<file path="src/rtl/rete_ctrl.sv">
// rete_ctrl: sequencer for a two-register accumulate datapath.
// Runs LOAD_A, LOAD_B, cnt ALU iterations, then DONE, with abort.
//
// Ports:
//   clock    rising-edge clock
//   reset_n  asynchronous active-low reset
//   start    run request, sampled in IDLE only
//   cnt      iteration count, latched on start
//   op       ALU op for iterations (0 add, 1 sub), latched on start
//   abort    synchronous cancel of a running sequence
//   mux1     A-input select (0 x, 1 ALU)
//   mux2     B-input select (0 y, 1 ALU)
//   wea/web  register A/B write enables
//   aluctl   ALU control (0 add, 1 sub)
//   busy     sequence in progress
//   done     one-cycle completion pulse
module rete_ctrl #(
  parameter int unsigned C = 4
) (
  input  logic         clock,
  input  logic         reset_n,
  input  logic         start,
  input  logic [C-1:0] cnt,
  input  logic         op,
  input  logic         abort,
  output logic         mux1,
  output logic         mux2,
  output logic         wea,
  output logic         web,
  output logic         aluctl,
  output logic         busy,
  output logic         done
);

  typedef enum logic [2:0] {
    IDLE,
    LOAD_A,
    LOAD_B,
    ITER,
    DONE
  } state_e;

  localparam logic [C-1:0] ONE = C'(1);

  state_e       state_q, state_d;
  logic [C-1:0] cnt_q, cnt_d;
  logic         op_q, op_d;

  always_ff @(posedge clock or negedge reset_n) begin
    if (!reset_n) begin
      state_q <= IDLE;
      cnt_q   <= '0;
      op_q    <= 1'b0;
    end else begin
      state_q <= state_d;
      cnt_q   <= cnt_d;
      op_q    <= op_d;
    end
  end

  always_comb begin
    state_d = state_q;
    cnt_d   = cnt_q;
    op_d    = op_q;
    unique case (state_q)
      IDLE: begin
        if (start) begin
          state_d = LOAD_A;
          cnt_d   = cnt;
          op_d    = op;
        end
      end
      LOAD_A: state_d = LOAD_B;
      LOAD_B: begin
        if (cnt_q != '0) state_d = ITER;
        else             state_d = DONE;
      end
      ITER: begin
        // ITER is only entered with a nonzero count, so the
        // guard just keeps the counter from ever wrapping.
        if (cnt_q != '0) cnt_d = cnt_q - ONE;
        if (cnt_q == ONE || cnt_q == '0) state_d = DONE;
      end
      DONE:    state_d = IDLE;
      default: state_d = IDLE;
    endcase
    // Abort wins over every transition but is meaningless in IDLE,
    // so a start alongside abort in IDLE still launches a run.
    if (abort && state_q != IDLE) begin
      state_d = IDLE;
      cnt_d   = '0;
      op_d    = 1'b0;
    end
  end

  always_comb begin
    mux1   = 1'b0;
    mux2   = 1'b0;
    wea    = 1'b0;
    web    = 1'b0;
    aluctl = 1'b0;
    busy   = 1'b0;
    done   = 1'b0;
    unique case (state_q)
      IDLE: ;
      LOAD_A: begin
        busy = 1'b1;
        wea  = 1'b1;
      end
      LOAD_B: begin
        busy = 1'b1;
        web  = 1'b1;
      end
      ITER: begin
        busy   = 1'b1;
        web    = 1'b1;
        mux2   = 1'b1;
        aluctl = op_q;
      end
      DONE: begin
        busy = 1'b1;
        done = 1'b1;
      end
      default: ;
    endcase
  end

endmodule

</file>
<file path="config.mk">
export PLATFORM = sky130hd
export DESIGN_NAME = rete_ctrl
export DESIGN_NICKNAME = d
export VERILOG_FILES = /design/src/rtl/rete_ctrl.sv
export SDC_FILE = /design/constraint.sdc
export NUM_CORES = 1
export LEC_CHECK = 0
export BUFFER_PORTS_ARGS = -buffer_cell sky130_fd_sc_hd__buf_2
export CAP_MARGIN = 0
export CELL_PAD_IN_SITES_DETAIL_PLACEMENT = 0
export CELL_PAD_IN_SITES_GLOBAL_PLACEMENT = 1
export CORE_ASPECT_RATIO = 0.6
export CORE_MARGIN = 2
export CORE_UTILIZATION = 25
export CTS_BUF_LIST = sky130_fd_sc_hd__clkbuf_16
export DETAILED_ROUTE_END_ITERATION = 10
export PLACE_DENSITY = 0.57
export SYNTH_ARGS = -nofsm -noshare
export SYNTH_HDL_FRONTEND = slang
export SYNTH_SLANG_ARGS = --single-unit
export TNS_END_PERCENT = 1
</file>
<file path="constraint.sdc">
create_clock -name clock -period 2.6 [get_ports clock]
set_clock_uncertainty 0.1 [all_clocks]
set_input_delay 0.26 -clock clock [delete_from_list [all_inputs] [get_ports clock]]
set_output_delay 0.26 -clock clock [all_outputs]
set_load 0.1 [all_outputs]
</file>
* Yosys cells after proc, flatten, opt, wreduce, memory -nomap -nowiden *
Cells that the tools add are included.

word-level totals
  logic and storage cells = 44
  register bits after elaboration = 8
  output and inout port bits = 7
  input bits = 9

operators by class
  add/subtract/negate cells = 1
  muxes and demuxes = 18
  equality and inequality tests = 8
  reduce and logical (&&, ||, !) cells = 14

operators with widths
  operator             number
  $mux 3               4
  $mux 4               3
  $pmux 3 s4           1
  $mux 1               9
  $ne 3x3->1 const B   3
  $pmux 4 s2           1
  $eq 3x2->1 const B   2
  $reduce_bool 3->1    2
  $eq 4x1->1 const B   1
  $logic_not 4->1      1
  $reduce_and 2->1     2
  $reduce_bool 2->1    2
  $reduce_bool 4->1    1
  $reduce_or 4->1      1
  $sub 4x1->4 const B  1
  $eq 3x1->1 const B   1
  $eq 3x3->1 const B   1
  $logic_not 3->1      1
  $reduce_and 3->1     1
  $reduce_or 2->1      1
  $logic_and 1x1->1    1
  $logic_or 1x1->1     1

* Depth between registers and ports, before layout *
Gate-level depths: netlist of run 1.

  depth after elaboration = 5
  gate-level depth with buffers = 6
  mapped depth without buffers = 6

* Least setup slack after synthesis of run 1 *
OpenSTA, ideal clock, no wires.

  path kind = reg-to-output
  from = register state_q[0]
  to = output port done
  slack = -466 ps
  data arrival time = 2,706 ps
  stages on the path, launching flop included = 3
  path buffers = 1
  cells stage by stage = dfrtp_1 buf_4 nor3b_1

on the way
  longest elaborated chain between the ends = 2

RTL lines
  what                    line  text
  from (decl)             45    state_e state_q, state_d;
  from (signal assigned)  55    state_q <= state_d;
  $eq 3x3->1              104   unique case (state_q)
  $mux 1                  104
  to (decl)               32    output logic done

Every way passes these cells.

* Final worst setup path of run 1 *
  from = register state_q[2]
  to = output port aluctl

on the way
  longest elaborated chain between the ends = 2

RTL lines
  what        line  text
  $eq 3x2->1  104
  $mux 1      104
  to (decl)   30    output logic aluctl,

Every way passes these cells.

==> flow_summary.toml, run 1 <==
[power_and_ir_drop]
p_per_area_nw_per_um2 = 1550
internal_power_uw = 589
p_sw_share_pct = 51.8
clkPwrFrac_pct = 21.3
pwr-share-comb_pct = 56.7
power_uw = 1220
power_leakage_uw = 0.000361
p_seq_share_pct = 21.9
max-vdd-ir-drop_uv = 573
switchingPower_uw = 634

[global_route]
grt_pass1_vias = 536
track_usage_pct = 12.6
grt_pass1_wl_um = 2570
grt_max_degree = 11
overflow = 0
grt_antenna_before_repair = 0

[sta]
setup_viol = 0
max_freq_ghz = 0.473
fin_hold_ws_ns = 0.123
setup_slack_ns = 0.487
rsz0062_at_grt = "false"
slew_viol_final = 0
fin_crit_ns = 2.11
fin_tns_setup_ns = 0
hold_viol_final = 0
finalCritPeriodShare_pct = 81.3

[setup_path]
cp-end-kind = "output port"
cp_max_fo = 9
criticalPathCategory = "reg2out"
start_kind = "flop"
rrSetupSlack_ns = 0.53
cp.required_ns = 2.24
critPathArrivalTime_ns = 1.75

[routing]
drt_iter0_drc = 14
wl_per_cell_um = 13.4
drc_errors = 0
finalWirelength_um = 1500
vias = 534
ant_nets = 0
drtPass1Iterations = 4
post_drt_via_cell_ratio = 4.77

[synthesis]
synth_cells = 67
synth_edf_count = 0
synth.distinct_cells = 31
syn-mean-instance-area_um2 = 9.30
ys_seq_elements = 8
synthArstFlopShare_pct = 100
syn_nets = 78
yosysSeqAreaShare_pct = 32.1
ys_warn_count = 0
syn_area_um2 = 623
synthFlopType = "dfrtp_1"

[floorplanning]
die_area_um2 = 2920
core_um2 = 2260
start_util_pct = 27.6
rows = 13
die_w_um = 68.5
ios = 16
die_h_um = 42.7

[layout]
final_util_pct = 35.0
final_cell_mix = "buf_2 (14), dfrtp_1 (8), nor2b_1 (5), a21oi_1 (5)"
nets = 95
mostFrequentLayoutCell = "buf_2"
drive_above_1_share_pct = 32.9
n_antenna_cell = 0
synthToLayoutAreaGrowth_pct = 26.9

[placement]
dp_hpwl_um = 1170
dpl_worst_slack_ns = 0.539
routabilityCongestion = 0.847
portBuffers = 14

[cts]
cts_tree = "built"
cts_htree_levels = 1
cts.clk_slew.worst_paths_ns = 0.04
ctsHoldBuffers = 1
post_cts_buffers = 0
clock_latency_ns = 0.23
cts_buffers = 3
cts_sinks = 8
clockBufferDepth = 2
cts_root_buf = "clkbuf_16"
post_cts_resized = 0

[status]
status = "complete, no violations"

[worst_hold_path]
hp-class = "in2reg"

[flow_run]
cap_violations = 0
cell type report:
cell class	instances	area, um2
tap	30	37.5
timing repair buffer	16	87.6
inverter	4	20.0
clock buffer	3	75.1
multi-input combinational	51	370
sequential	8	200
fill	227	1470
cell families (layout without fill, tap and decap cells):
| family | after synthesis | after routing | synth area share (%) |
|---|---|---|---|
| and+or+nand+nor | 26 | 26 | 28.3 |
| DFF | 8 | 8 | 32.1 |
| other | 1 | 1 | 0.602 |
| AOI/OAI and AO/OA | 21 | 21 | 23.3 |
| adders and majority gates | 2 | 2 | 4.02 |
| buffers and inverters | 8 | 23 | 9.24 |
| muxes | 1 | 1 | 2.41 |
registers in the layout (all words and copies together) (netlist names):
signal,cells
cnt_q,4
state_q,3
op_q,1
final timing paths:
path,startpoint,endpoint,depth (start not counted)
min in group asynchronous,reset_n,state_q[1],2
hold / removal,op,op_q,3
setup / recovery,state_q[2],aluctl,4
setup reg to reg,cnt_q[0],cnt_q[1],6
max in group asynchronous,reset_n,cnt_q[2],2
hold reg to reg,op_q,op_q,2
power by group through the flow:
stage,sequential (uW),combinational [uW],clock (uW)
after global placement,271,704,0
after CTS,266,698,265
final,268,694,261
after global routing,279,748,273
after detailed placement,268,694,0
after floorplan,205,650,0
synth_stat cells (2+ instances only):
library cell  n  area share [%]
dfrtp_1       8              32
a21oi_1       5             4.0
nor2b_1       5             5.0
nand2_1       4             2.4
o31ai_1       4             4.8
inv_1         3             1.8
nor2_1        3             1.8
nor3_1        3             2.4
o21ai_0       3             2.4
a31oi_1       2             2.0
and2_1        2             2.0
buf_4         2             2.4
buf_6         2             3.6
ha_1          2             4.0
nor3b_1       2             2.4
o22ai_1       2             2.0
through the flow:
stage               cells  cell area, um2
detailed placement    108             706
floorplan              67             628
finish                112             791
global placement      108             706
CTS                   112             791
global route          112             791
layer usage:
layer  vias to the layer above  part of all wire, %  track usage [%]
met5                         -                    0                0
met1                       240                   54             18.0
met4                         0                  3.3             9.60
met2                        19                   36             15.2
met3                         5                  6.6             3.71
li1                        270                    -                -
worst max-delay path, cell delays in order (launching register included):
cell      delay, ns
dfrtp_1        0.48
nand3b_2       0.35
clkinv_4       0.14
and2_1         0.12
buf_2          0.41
(Power assumes the default switching activity.)
==> run 2: changes to the inputs <==
--- a/config.mk
+++ b/config.mk
@@ -5,6 +5,7 @@
 export SDC_FILE = /design/constraint.sdc
 export NUM_CORES = 1
 export LEC_CHECK = 0
+export ABC_AREA = 1
 export BUFFER_PORTS_ARGS = -buffer_cell sky130_fd_sc_hd__buf_2
 export CAP_MARGIN = 0
 export CELL_PAD_IN_SITES_DETAIL_PLACEMENT = 0
@@ -14,7 +15,7 @@
 export CORE_UTILIZATION = 25
 export CTS_BUF_LIST = sky130_fd_sc_hd__clkbuf_16
 export DETAILED_ROUTE_END_ITERATION = 10
-export PLACE_DENSITY = 0.57
+export PLACE_DENSITY = 0.61
 export SYNTH_ARGS = -nofsm -noshare
 export SYNTH_HDL_FRONTEND = slang
 export SYNTH_SLANG_ARGS = --single-unit
==> constraint.sdc (replaced) <==
create_clock -name clock -period 1.95 [get_ports clock]
set_clock_uncertainty 0.1 [all_clocks]
set_input_delay 0.195 -clock clock [delete_from_list [all_inputs] [get_ports clock]]
set_output_delay 0.195 -clock clock [all_outputs]
set_load 0.1 [all_outputs]
==> flow_summary.toml, run 2 <==
[placement]
place_area_um2 = 693
portBuffers = 14
routabilityCongestion = 0.739
dp_hpwl_um = 1130
dp.cells = 126
dpl_worst_slack_ns = 0.312

[routing]
ant_nets = 0
finalWirelength_um = 1420
post_drt_via_cell_ratio = 4.31
vias = 560
drt_iter0_drc = 20
drtPass1Iterations = 4
wl_per_cell_um = 10.9
drc_errors = 0

[setup_path]
rrSetupSlack_ns = 0.42
cp.depth = 3
crit_path_end = "busy"
cp-end-kind = "output port"
worst_r2r_path_depth = 7
cp_max_fo = 6
crit_family = "flip-flops"
crit_slowest_cell = "dfrtp_1"
rr_endpoint = "cnt_q[2]"
path_cells = "nor2_2 -> xor2_2 -> buf_2"
critPathArrivalTime_ns = 1.55
path_buf_inv = 1
cp.required_ns = 1.65
cpPeakStageDelay_ns = 0.44
r2r-start = "cnt_q[0]"
crit_start = "state_q[1]"
criticalPathCategory = "reg2out"
start_kind = "flop"

[cts]
clock_latency_ns = 0.23
cts_root_buf = "clkbuf_16"
cts.clk_slew.worst_paths_ns = 0.04
post_cts_buffers = 0
cts_htree_levels = 1
cts_sinks = 8
cts_tree = "built"
clockBufferDepth = 2
cts_buffers = 3

[global_route]
track_usage_pct = 13.5
overflow = 0
grtUsageMet2_pct = 20.8
use_met3_pct = 5.77
grt_max_degree = 10
busiest_layer = "met2"
grtUsageMet1_pct = 17.7
grt_antenna_before_repair = 0
grt_pass1_vias = 514
grt_pass1_wl_um = 2490

[status]
status = "complete, no violations"

[sta]
hold_viol_final = 0
setup_slack_ns = 0.107
fin_crit_ns = 1.84
rsz0062_at_grt = "false"
finalCritPeriodShare_pct = 94.5
fin_hold_ws_ns = 0.109
max_freq_ghz = 0.543
setup_viol = 0
slew_viol_final = 0

[synthesis]
synth_cells = 83
muxShareOfSynthArea_pct = 0
netlist.area_leader.share_pct = 34.6
synth_compound_area_share_pct = 8.66
synthTopCellsByCount = "nand2_1 (26), nand3_1 (9), dfrtp_1 (8), inv_1 (8)"
synthArstFlopShare_pct = 100
synthAdderAreaFrac_pct = 4.33
synth.distinct_cells = 20
yosysTopAreaCell = "dfrtp_1"
syn-mean-instance-area_um2 = 6.96
ys_warn_count = 0
ys_seq_elements = 8
synth_xor_area_share_pct = 3.03
synth_most_common_cell = "nand2_1"
synthFlopType = "dfrtp_1"
synth_edf_count = 0
synth-simple-area-share_pct = 40.9
syn_nets = 94
syn_area_um2 = 578
yosysSeqAreaShare_pct = 34.6
synth_top_family_by_area = "simple AND/OR/NAND/NOR gates"
synth_top_cells_by_area = "dfrtp_1 (35%), nand2_1 (17%), nand3_1 (7.8%)"

[layout]
n_antenna_cell = 0
largest_reg_flops = 4
nets = 113
synthToLayoutAreaGrowth_pct = 35.1
final_cell_mix = "nand2_1 (26), buf_2 (13), nand3_1 (9)"
regMostFlops = "cnt_q"
final_area_um2 = 781
fin_cells = 130
reg_top3 = "cnt_q (4), state_q (3), op_q (1)"
fillers = 247
mostFrequentLayoutCell = "nand2_1"
drive_above_1_share_pct = 29.0

[floorplanning]
core_um2 = 2180
die_w_um = 66.1
die_area_um2 = 2730
ios = 16
die_h_um = 41.2
start_util_pct = 26.5
rows = 13

[worst_hold_path]
hp-class = "in2reg"

[flow_run]
cap_violations = 0
run 2: final cells by class:
class                      instances  area (um2)  share of cell area [%]
clock buffer                       3        75.1                    9.62
inverter                          10        37.5                    4.81
tap                               30        37.5                    4.81
multi-input combinational         64         348                    44.6
timing repair buffer              15        82.6                    10.6
sequential                         8         200                    25.6
run 2: worst min-delay path by stage:
stage                        from    endpoint  cells past startpoint
after CTS                      op        op_q                      3
after global placement    reset_n  state_q[2]                      1
after floorplan           reset_n    cnt_q[0]                      0
final                          op        op_q                      3
after global routing           op        op_q                      3
after detailed placement  reset_n    cnt_q[3]                      1
run 2: logic make-up (layout without fill, tap and decap cells):
group,Yosys count,in the layout
simple gates,49,49
buf+inv,11,28
compound gates,10,10
flops,8,8
fa+ha+maj,2,2
xor+xnor,2,2
other cells,1,1
run 2: routing by layer:
metal	routed length, um	part of all wire (%)	vias to the layer above
li1	-	-	297
met1	762	54	247
met2	556	39	14
met3	86	6.1	2
met4	12	0.85	0
met5	0	0	-
run 2: tightest hold or removal path, cell delays in order:
cell and delay [ns]:
buf_2 0.09, inv_1 0.03, o21ai_0 0.07
run 2: metrics by stage:
| step | utilization [%] | TNS [ns] |
|---|---|---|
| finish | 35.8 | 0 |
| global route | 35.8 | 0 |
| CTS | 35.7 | 0 |
| detailed placement | 31.8 | 0 |
| global placement | 31.8 | 0 |
| floorplan | - | -0.766 |
run 2: repair_timing:
item,in CTS,in global routing
hold buffers,1,0
endpoints found under the setup margin,0,1
gates resized for setup,0,1
hold endpoints to repair,8,0
Power of run 2 is not shown: default switching activity piles up to over one toggle a cycle in this logic, so the estimate is an artifact.
